==> src/rtl/npc_pipe_pkg.sv <==
// Shared sizing helpers and perf-event encoding for the pipeline stage buffers.
package npc_pipe_pkg;

  // Pointer width; a single-entry buffer still needs a 1-bit pointer.
  function automatic int ptr_w(input int depth);
    return (depth <= 1) ? 1 : $clog2(depth);
  endfunction

  // Occupancy width; must represent 0..depth inclusive.
  function automatic int cnt_w(input int depth);
    return $clog2(depth + 1);
  endfunction

  typedef struct packed {
    logic stall;
    logic bubble;
  } perf_en_t;

endpackage

==> src/rtl/sat_counter.sv <==
// Saturating up-counter with asynchronous active-low clear.
module sat_counter #(
  parameter int W = 32
) (
  input  logic         clk,
  input  logic         rst,
  input  logic         inc,
  output logic [W-1:0] value
);

  always_ff @(posedge clk or negedge rst) begin
    if (!rst) begin
      value <= '0;
    end else if (inc && (value != '1)) begin
      value <= value + 1'b1;
    end
  end

endmodule

==> src/rtl/pipe_stage_buf.sv <==
// Elastic valid/ready buffer between pipeline stages with flush, occupancy
// and saturating stall/bubble performance counters.
module pipe_stage_buf
  import npc_pipe_pkg::*;
#(
  parameter int WIDTH = 32,
  parameter int DEPTH = 2,
  parameter int CNT_W = 32
) (
  input  logic                      clk,
  input  logic                      rst,
  input  logic                      flush,
  input  logic                      s_valid,
  output logic                      s_ready,
  input  logic [WIDTH-1:0]          s_data,
  output logic                      m_valid,
  input  logic                      m_ready,
  output logic [WIDTH-1:0]          m_data,
  output logic [cnt_w(DEPTH)-1:0]   count,
  output logic [CNT_W-1:0]          stall_cnt,
  output logic [CNT_W-1:0]          bubble_cnt
);

  localparam int PW = ptr_w(DEPTH);
  localparam int CW = cnt_w(DEPTH);

  if (DEPTH < 1) begin : g_bad_depth
    $error("pipe_stage_buf: DEPTH must be >= 1");
  end
  if (WIDTH < 1) begin : g_bad_width
    $error("pipe_stage_buf: WIDTH must be >= 1");
  end

  logic [WIDTH-1:0] mem [DEPTH];
  logic [PW-1:0]    wrPtr;
  logic [PW-1:0]    rdPtr;
  logic [CW-1:0]    countNext;
  logic             push;
  logic             pop;
  perf_en_t         perfEn;

  // Explicit wrap keeps non-power-of-2 depths legal.
  function automatic logic [PW-1:0] nextPtr(input logic [PW-1:0] p);
    return (p == PW'(DEPTH - 1)) ? '0 : p + 1'b1;
  endfunction

  // Ready looks only at registered occupancy, never at m_ready.
  assign s_ready = (count < CW'(DEPTH)) & ~flush & rst;
  assign m_valid = (count != '0) & ~flush;
  assign m_data  = mem[rdPtr];

  assign push = s_valid & s_ready;
  assign pop  = m_valid & m_ready;

  always_comb begin
    countNext = count;
    if (push && !pop) begin
      countNext = count + 1'b1;
    end else if (pop && !push) begin
      countNext = count - 1'b1;
    end
  end

  always_ff @(posedge clk or negedge rst) begin
    if (!rst) begin
      wrPtr <= '0;
      rdPtr <= '0;
      count <= '0;
    end else if (flush) begin
      wrPtr <= '0;
      rdPtr <= '0;
      count <= '0;
    end else begin
      if (push) begin
        wrPtr <= nextPtr(wrPtr);
      end
      if (pop) begin
        rdPtr <= nextPtr(rdPtr);
      end
      count <= countNext;
    end
  end

  always_ff @(posedge clk) begin
    if (push) begin
      mem[wrPtr] <= s_data;
    end
  end

  always_comb begin
    perfEn        = '0;
    perfEn.stall  = m_valid & ~m_ready;
    perfEn.bubble = ~m_valid & ~flush;
  end

  sat_counter #(.W(CNT_W)) u_stallCnt (
    .clk   (clk),
    .rst   (rst),
    .inc   (perfEn.stall),
    .value (stall_cnt)
  );

  sat_counter #(.W(CNT_W)) u_bubbleCnt (
    .clk   (clk),
    .rst   (rst),
    .inc   (perfEn.bubble),
    .value (bubble_cnt)
  );

  assert property (@(posedge clk) disable iff (!rst) count <= CW'(DEPTH))
    else $error("pipe_stage_buf: occupancy exceeds DEPTH");

endmodule

==> config.mk <==
export PLATFORM = sky130hd
export DESIGN_NAME = pipe_stage_buf
export DESIGN_NICKNAME = d
export VERILOG_FILES = /design/src/rtl/npc_pipe_pkg.sv /design/src/rtl/sat_counter.sv /design/src/rtl/pipe_stage_buf.sv
export SDC_FILE = /design/constraint.sdc
export NUM_CORES = 1
export LEC_CHECK = 0
export BUFFER_PORTS_ARGS = -buffer_cell sky130_fd_sc_hd__clkbuf_2
export CORE_UTILIZATION = 35
export CTS_CLUSTER_SIZE = 28
export DETAILED_ROUTE_END_ITERATION = 10
export PLACE_DENSITY_LB_ADDON = 0.2
export SYNTH_ARGS = -nofsm -noshare
export SYNTH_HDL_FRONTEND = slang
export SYNTH_HIERARCHICAL = 1
export SYNTH_SLANG_ARGS = --single-unit
==> constraint.sdc <==
create_clock -name clk -period 8 [get_ports clk]
set_input_delay 0.4 -clock clk [delete_from_list [all_inputs] [get_ports clk]]
set_output_delay 0.4 -clock clk [all_outputs]
set_load 0.03 [all_outputs]
== Word-level counts from Yosys, hierarchy flattened ==
Memories as Yosys holds them, arrays and structs flattened.
Index checks and enable logic that the tools add are counted.

* Bits in registers: 68
* RAM bits: 64
* Input bits: 37
* Output and inout port bits: 100
* Logic and storage cells: 46
* Memories: 1

{| class="wikitable"
|+ Memories
! memory !! depth !! bits a word !! rd ports !! clocked after Yosys merged registers in !! wr ports !! RTL line !! source
|-
| mem || 2 || 32 || 1 || 0 || 1 || pipe_stage_buf.sv:34 || <nowiki>logic [WIDTH-1:0] mem [DEPTH];</nowiki>
|}

* Add/sub/neg operators: 6
* $lt $le $gt $ge: 1
* Equal/unequal tests: 2
* Muxes and demuxes: 11
* Bitwise logic cells: 10
* Reductions and logical operators: 10

{| class="wikitable"
|+ Operators with widths
! cell !! count
|-
| 32-bit by 1-bit adder with 32-bit output (second input constant) || 2
|-
| 32-bit != test (second input constant) || 2
|-
| 1-bit two-way mux || 8
|-
| 1-bit bitwise AND || 7
|-
| 2-bit two-way mux || 3
|-
| 2-bit nonzero test || 3
|-
| 1-bit logical AND || 4
|-
| 1-bit NOT || 3
|-
| 3-bit nonzero test || 1
|-
| 1-bit adder (second input constant) || 2
|-
| 2-bit by 1-bit adder with 2-bit output (second input constant) || 1
|-
| 1-bit zero test || 2
|-
| 2-bit less-than comparator (second input constant) || 1
|-
| 2-bit by 1-bit subtractor with 2-bit output (second input constant) || 1
|}

== Longest topological paths before layout ==
Gate-level depths: netlist of run 1.

* Depth after elaboration: 9
* Gate-level depth with buffers: 9
* Gate-level depth less buffers: 7

== By module ==
Netlist of run 1, hierarchy kept.

{| class="wikitable"
|+ Modules (own cells, without submodules)
! module !! instances !! cells each !! area each (um^2) !! seq. area each (um^2)
|-
| pipe_stage_buf || 1 || 128 || 2551.2 || 2021.9
|-
| sat_counter (u_stallCnt) || 1 || 151 || 1624.1 || 800.8
|-
| sat_counter (u_bubbleCnt) || 1 || 140 || 1522.7 || 800.8
|}

== Least setup slack after synthesis of run 1 ==
No wires, ideal clock.

* Path kind: input -> register
* Start: input flush
* End: memory mem[1][0], enable pin
* Library setup time: 0.513 ns
* Arrival: 4.036 ns
* Data required time: 7.487 ns
* Slack: 3.451 ns
* Stages: 2
* Path buffers: 1
* Cell sequence: clkbuf_1 nor4b_1

* Longest elaborated chain between the ends: 6

{| class="wikitable"
|+ Ends and longest elaborated chain
! element !! RTL line !! source
|-
| start, declared || pipe_stage_buf.sv:12 || <nowiki>input logic flush,</nowiki>
|-
| 1-bit NOT || pipe_stage_buf.sv:48 || <nowiki>assign s_ready = (count < CW'(DEPTH)) & ~flush & rst;</nowiki>
|-
| 1-bit bitwise AND (2 in series) || pipe_stage_buf.sv:48 ||
|-
| 1-bit bitwise AND || pipe_stage_buf.sv:52 || <nowiki>assign push = s_valid & s_ready;</nowiki>
|-
| 1-bit two-way mux || pipe_stage_buf.sv:85 || <nowiki>if (push) begin</nowiki>
|-
| 1-bit two-way mux (not written as such) || pipe_stage_buf.sv:86 || <nowiki>mem[wrPtr] <= s_data;</nowiki>
|-
| end, declared || pipe_stage_buf.sv:34 ||
|}

No other way between the ends.

==> results of run 1 <==
[layout make-up]
cell class	count	area (um2)	area share
Clock inverter	14	186	0.0257
Tap cell	216	270	0.0373
Sequential cell	132	3620	0.500
Clock buffer	17	425	0.0587
Inverter	6	22.5	0.00311
Timing Repair Buffer	141	718	0.0991
Multi-Input combinational cell	271	2000	0.276
[layer usage]
layer  up-vias  global-route usage  share of wire
met5         -                   0              0
met4         0              0.0705          0.012
met3        11              0.0467          0.064
met2       128               0.245           0.47
met1      1953               0.202           0.46
li1       1860                   -              -
[stage by stage]
step	total power, W	area [um2]
floorplan	0.000930	5700
global placement	0.00100	6630
detailed placement	0.00101	6630
CTS	0.00182	7250
global route	0.00187	7250
finish	0.00179	7250
[cell families (layout without fill, tap and decap cells)]
family / Yosys count / in the layout
AND/OR/NAND/NOR: 154 / 154
flip-flops: 132 / 132
AO/OA/AOI/OAI: 19 / 19
adder cells (fa/ha/maj): 2 / 2
buffers and inverters: 16 / 178
multiplexers: 35 / 35
XOR/XNOR: 61 / 61
[registers in the layout, indices dropped and copies added, names as in the netlist]
name and cells:
mem 64, u_bubbleCnt/value 32, u_stallCnt/value 32, count 2, rdPtr 1, wrPtr 1
[placed cells by master (no fill, tap or decap), types with 2 or more instances in the layout]
cell / n
dfrtp_1: 68
clkinvlp_4: 4
nand3_1: 25
and3_1: 3
edfxtp_1: 64
xor2_1: 17
mux2_2: 34
nor3_2: 2
clkbuf_16: 17
nor4_2: 2
a311oi_1: 2
bufinv_16: 4
nor4_1: 8
and4_1: 7
nand2_1: 27
ha_1: 2
buf_4: 5
clkbuf_2: 135
clkinv_2: 3
o21ai_0: 2
a21oi_1: 6
or4_4: 3
nor2_1: 25
inv_1: 6
nand4_1: 31
nor3_1: 7
xnor2_1: 44
nand4_2: 2
o211ai_1: 2
[synthesized netlist by cell type, types with 3 or more instances]
cell type,number
nand3_1,25
clkbuf_1,3
mux2_2,34
inv_1,6
buf_6,3
and3_1,3
and4_1,7
nor2_1,25
xor2_1,17
edfxtp_1,64
a21oi_1,6
dfrtp_1,68
buf_2,4
or4_4,3
nand2_1,27
xnor2_1,44
nor4_1,9
nand4_1,31
nor3_1,7
[worst max-delay path: cells and delay by family (launching register included)]
| family | cells | cell delay (ns) |
|---|---|---|
| simple gates | 6 | 1.91 |
| flops | 1 | 0.53 |
| xor+xnor | 1 | 0.16 |
[path summary, 6_finish.rpt]
check                                       from                    end  slack [ns]  cells past startpoint
min                                   s_data[16]             mem[1][16]        0.18                      1
max reg2reg                             count[1]   u_stallCnt/value[29]        5.32                      7
min reg2reg                u_bubbleCnt/value[11]  u_bubbleCnt/value[11]        0.49                      1
max                                     count[1]   u_stallCnt/value[29]        5.32                      7
max in group asynchronous                    rst  u_bubbleCnt/value[28]        7.20                      2
min in group asynchronous                    rst  u_bubbleCnt/value[10]        0.19                      2
[power groups by stage]
stage          sequential [W]  clock (W)  combinational, W
3_3_place_gp         0.000798          0          0.000205
6_report             0.000786   0.000802          0.000204
2_1_floorplan        0.000839          0         0.0000904
5_1_grt              0.000793   0.000853          0.000222
3_5_place_dp         0.000800          0          0.000207
4_1_cts              0.000787   0.000824          0.000208
==> summary.txt, run 1 <==
Pwr
  • Reported net switching power: between 0.0004 and 0.0005 W
  • P_int: between 0.001 and 0.0015 W
  • Seq pwr share: 0.439
  • Logic pwr share: 0.114
  • Worst vdd ir: around 140 uV
  • Leak: 3.04 nW
  • Clock Power Share: 0.448
  • PD cells: between 200 and 250 mW/mm2
  • Switching part of the total: 0.257

Synthesis
  • Area contributors post-synth: edfxtp_1, dfrtp_1, xnor2_1
  • Post-synth EDFFs: 64
  • Netlist cell types: 46
  • Syn. warnings: 6
  • Share of the synthesized area in the top cell type: 0.337
  • Yosys reg bits: approximately 130
  • Simple-gate portion of the synthesized area: 0.155
  • Mux cell area share after synthesis: 0.0692
  • Syn_nets: 458
  • Seq/Total Area, Yosys: 0.636
  • Compound-Gate Fraction of Synth Area: 0.0264
  • Post-synthesis adder-cell area fraction: 0.00439
  • Synth area leader: edfxtp_1
  • Synth async-reset ratio: 0.515
  • Post-Syn Area per Cell: ~14 um2
  • Synth Instances: approximately 420
  • Synth Area in XOR/XNOR: 0.0938
  • Synthesized area: about 0.0057 mm2
  • Top FF cell, synth: dfrtp_1
  • Largest family of logic cells by synthesized area: simple AND/OR/NAND/NOR gates

Worst setup path
  • Startpoint Class: flip-flop
  • CP max-delay cell: nor3_1
  • Crit-path cells: nor2_1 -> nor3_1 -> and3_1 -> nor2b_1 -> nand4_1 -> nor4_2 -> xor2_1
  • Critical path type: flip-flop to flip-flop
  • Slowest stage delay, CP: ~0.62 ns
  • Worst EP required: about 8.3 ns
  • Critical Path Fanout Max: 10
  • Worst setup EP type: flip-flop
  • Crit path DAT: about 3 ns

Timing
  • Worst-Margin Slew: approximately 0.92 ns
  • WHS: about 0.18 ns
  • Shortest period the worst path allows: roughly 2.7 ns
  • Clock skew: 0.0119 ns
  • Setup WS post-layout: around 5.3 ns
  • Max_slew headroom: 0.387
  • Setup TNS: 0 ns
  • RSZ-0062 raised after global routing: no
  • Final-report setup violation count: 0
  • Fmax: 374 MHz
  • Post-route clock period utilization: 0.335
  • Fin. Hold Viols: 0
  • Fin. max-slew vios: 0

Clock network
  • Clk buf depth: 2
  • Worst skew pair latency: approximately 0.41 ns
  • Resized Gates After CTS: 0
  • Num CTS Buffers: 17
  • Post-CTS Hold Buffers: 0
  • Clock transition at path regs: around 0.060 ns
  • TritonCTS clock tree: built
  • Postcts setup bufs: 0
  • Clk sinks: 132
  • Root buffer cell: clkbuf_16
  • Htree depth: 4

Placed design
  • Routability cong.: 0.796
  • Detailed placement HPWL: slightly below 9000 um
  • Inst Count DP: 766
  • Pre-CTS setup slack: between 5 and 6 ns
  • Port bufs: 136

Global route
  • Vias in the first global route: ~3900
  • First-pass GRT wire length: about 20000 um
  • Total gr overflow: 0
  • Initial antenna violation count: 0
  • GRT Total Usage: 0.157
  • Largest net degree at the start of global routing: 73

Die
  • Core ar.: 0.0159 mm2
  • Initial core utilization: 0.359
  • Row count: 46
  • DIE AREA: approximately 0.017 mm2
  • Die W: approximately 130 um
  • I/O Pins: 137
  • Die Y: around 130 um

Finish
  • Antenna Cells: 0
  • P&R area growth vs syn: 27.2%
  • Util after Layout: 0.456
  • Post-Layout Cell Count: 797
  • Final nets: 608
  • Layout cells sized above 1: 0.386
  • Fillers: about 1500

Routing
  • Pre-Repair DR Iteration Count: 4
  • Residual DRC count: 0
  • WL/cell: about 16 um
  • Via density: 4.96
  • Via count: between 3000 and 4000
  • ANT nets after route: 0
  • Starting DRC count in detailed routing: 184
  • Final wirelength: 12700 um

Job
  • Total of max-cap violations: 0

Worst hold path
  • HP Class: primary input to flip-flop

Run status
  • Status: completed
Note: power is estimated with default switching activity, not from simulation.
==> run 2: changes to the inputs <==
==> constraint.sdc (replaced) <==
create_clock -name clk -period 2.2 [get_ports clk]
set_input_delay 0.11 -clock clk [delete_from_list [all_inputs] [get_ports clk]]
set_output_delay 0.11 -clock clk [all_outputs]
set_load 0.03 [all_outputs]
==> run 2 against run 1 <==
  * Cell count increased by 6.9%
  * Utilization increased by 3.3 points
  * Critical path depth decreased by 2
  * Sequential power increased to 3.6 times the previous value
  * Worst hold slack got worse by 0.11 ns
  * Global-route usage increased by 0.60 points
  * Count of clock-buffer cells in the layout increased by 1
  * Design area increased by 7.2%
  * Wire length increased by 3.6%
  * Clock power increased to 3.4 times the previous value
  * Critical endpoint is now u_bubbleCnt/value[31]
==> summary.txt, run 2 (synthesis results as in run 1) <==
Worst setup path
  • Reg2reg path depth: 5
  • Critical Path Fanout Max: 5
  • Startpoint Class: flip-flop
  • Worst setup EP type: flip-flop
  • CP delay by family, top: simple AND/OR/NAND/NOR gates
  • Worst EP required: 2.50 ns
  • CP max-delay cell: or4_4
  • CP Depth: 5
  • Crit-path cells: nand4_2 -> or4_4 -> a311oi_2 -> or3b_1 -> xnor2_1
  • WP buf/inv: 0
  • Crit path DAT: between 2 and 2.5 ns
  • Slowest stage delay, CP: ~0.56 ns
  • Critical path type: flip-flop to flip-flop

Timing
  • Shortest period the worst path allows: just over 2 ns
  • Fin. max-slew vios: 0
  • Worst-Margin Slew: 0.633 ns
  • Final-report setup violation count: 0
  • RSZ-0062 raised after global routing: no
  • Max_slew headroom: 0.578
  • Fmax: 486 MHz
  • Post-route clock period utilization: 0.936
  • Clock skew: 0.00627 ns
  • WHS: about 0.067 ns
  • Fin. Hold Viols: 0

Pwr
  • Seq pwr share: 0.442
  • Worst vdd ir: approximately 490 uV
  • P_int: 0.00470 W
  • Clock Power Share: 0.427
  • Switching part of the total: 0.270
  • Leak: roughly 3.3 nW
  • Reported net switching power: between 0.0015 and 0.002 W
  • PD cells: a little over 800 mW/mm2
  • Logic pwr share: 0.131

Run status
  • Status: completed

Clock network
  • Num CTS Buffers: 17
  • TritonCTS clock tree: built
  • Postcts setup bufs: 0
  • Clock transition at path regs: roughly 0.060 ns
  • Worst skew pair latency: between 0.4 and 0.5 ns
  • Root buffer cell: clkbuf_16
  • Clk sinks: approximately 130
  • Htree depth: 4
  • Clk buf depth: 2

Worst hold path
  • Hold Path Depth: 3
  • HP Class: primary input to flip-flop

Finish
  • Antenna Cells: 0
  • P&R area growth vs syn: 36.3%
  • Commonest non-fill, non-tap cell in the layout: clkbuf_2
  • Commonest cells after routing, fill and taps aside: clkbuf_2, edfxtp_1, dfrtp_1, xnor2_1, dlygate4sd3_1
  • Biggest regs: mem x64, u_bubbleCnt/value x32, u_stallCnt/value x32
  • Final nets: between 600 and 700
  • Largest register by flop count: mem
  • Layout cells sized above 1: 0.401
  • Max FFs per register: 64
  • Post-Layout Cell Count: around 850

Routing
  • WL/cell: 15.4 um
  • Via density: approximately 4.9
  • Pre-Repair DR Iteration Count: 4
  • Final wirelength: ~13000 um
  • Starting DRC count in detailed routing: roughly 240
  • ANT nets after route: 0
  • Via count: ~4200
  • Residual DRC count: 0

Job
  • Total of max-cap violations: 0

Die
  • Die Y: around 130 um
  • Die W: 130 um
  • Row count: between 40 and 50
  • Initial core utilization: 0.359
  • I/O Pins: between 100 and 150
  • Core ar.: 0.0159 mm2
  • DIE AREA: roughly 0.017 mm2

Placed design
  • Routability cong.: between 0.7 and 0.8
  • Inst Count DP: ~800
  • Detailed placement HPWL: between 9000 and 10000 um
  • Port bufs: 136

Global route
  • Vias in the first global route: approximately 4000
  • First-pass GRT wire length: around 21000 um
  • Total gr overflow: 0
  • Initial antenna violation count: 0
  • Largest net degree at the start of global routing: between 60 and 70
  • GRT Total Usage: 0.163
-- run 2: cell count changes in the layout (fill, tap and decap cells not counted), moves of 2 or more --
cell / before / now
bufinv_16: 4 / 2
dlygate4sd3_1: 0 / 35
dfrtp_2: 0 / 6
clkinv_4: 1 / 4
nor4_2: 2 / 4
nor4_1: 8 / 5
inv_6: 1 / 3
dfrtp_1: 68 / 62
buf_4: 5 / 23
-- run 2: what timing repair did --
action	CTS	global route
gates resized for setup	0	2
endpoints found under the setup margin	0	3
hold buffers	35	0
endpoints found under the hold margin	69	0
-- run 2: power groups by stage --
stage               combinational (W)  sequential, W  clock (W)
finish                       0.000846        0.00285    0.00275
global route                 0.000928        0.00286    0.00294
CTS                          0.000854        0.00285    0.00284
detailed placement           0.000799        0.00290          0
global placement             0.000792        0.00289          0
floorplan                    0.000334        0.00306          0
-- run 2: path summary, 6_finish.rpt --
kind	startpoint	end	slack, ns
max reg2reg	u_bubbleCnt/value[5]	u_bubbleCnt/value[31]	0.14
max in group asynchronous	rst	count[1]	1.25
max	u_bubbleCnt/value[5]	u_bubbleCnt/value[31]	0.14
min reg2reg	u_bubbleCnt/value[6]	u_bubbleCnt/value[6]	0.50
min	m_ready	count[0]	0.07
min in group asynchronous	rst	u_bubbleCnt/value[24]	0.10
-- run 2: cell type report --
cell class / instances / area, um2
clock buffers: 18 / 429
inverters: 6 / 22.5
flip-flops and latches: 132 / 3630
multi-input cells: 271 / 2050
repair buffers: 195 / 1210
well taps: 216 / 270
fillers: 1469 / 8120
clock inverters: 14 / 154
-- run 2: worst min-delay path, delay by kind of cell --
family                 cells  cell delay, ns
buffers and inverters      2            0.23
AOI/OAI and AO/OA          1            0.09
-- run 2: stage by stage --
stage	setup TNS (ns)	instance area [um2]	power [W]	util	setup WS, ns
finish	0	7770	0.00645	0.489	0.140
global route	0	7770	0.00673	0.489	0.0144
CTS	0	7760	0.00655	0.488	0.0709
detailed placement	0	6830	0.00370	0.430	0.0940
global placement	0	6830	0.00368	0.430	0.118
floorplan	-0.0217	5760	0.00339	-	-0.0217
-- run 2: routing by layer --
metal | part of all wire | track usage | up-vias
met2 | 0.47 | 0.264 | 128
met3 | 0.066 | 0.0467 | 19
li1 | - | - | 1973
met4 | 0.016 | 0.0725 | 0
met5 | 0 | 0 | -
met1 | 0.45 | 0.203 | 2050
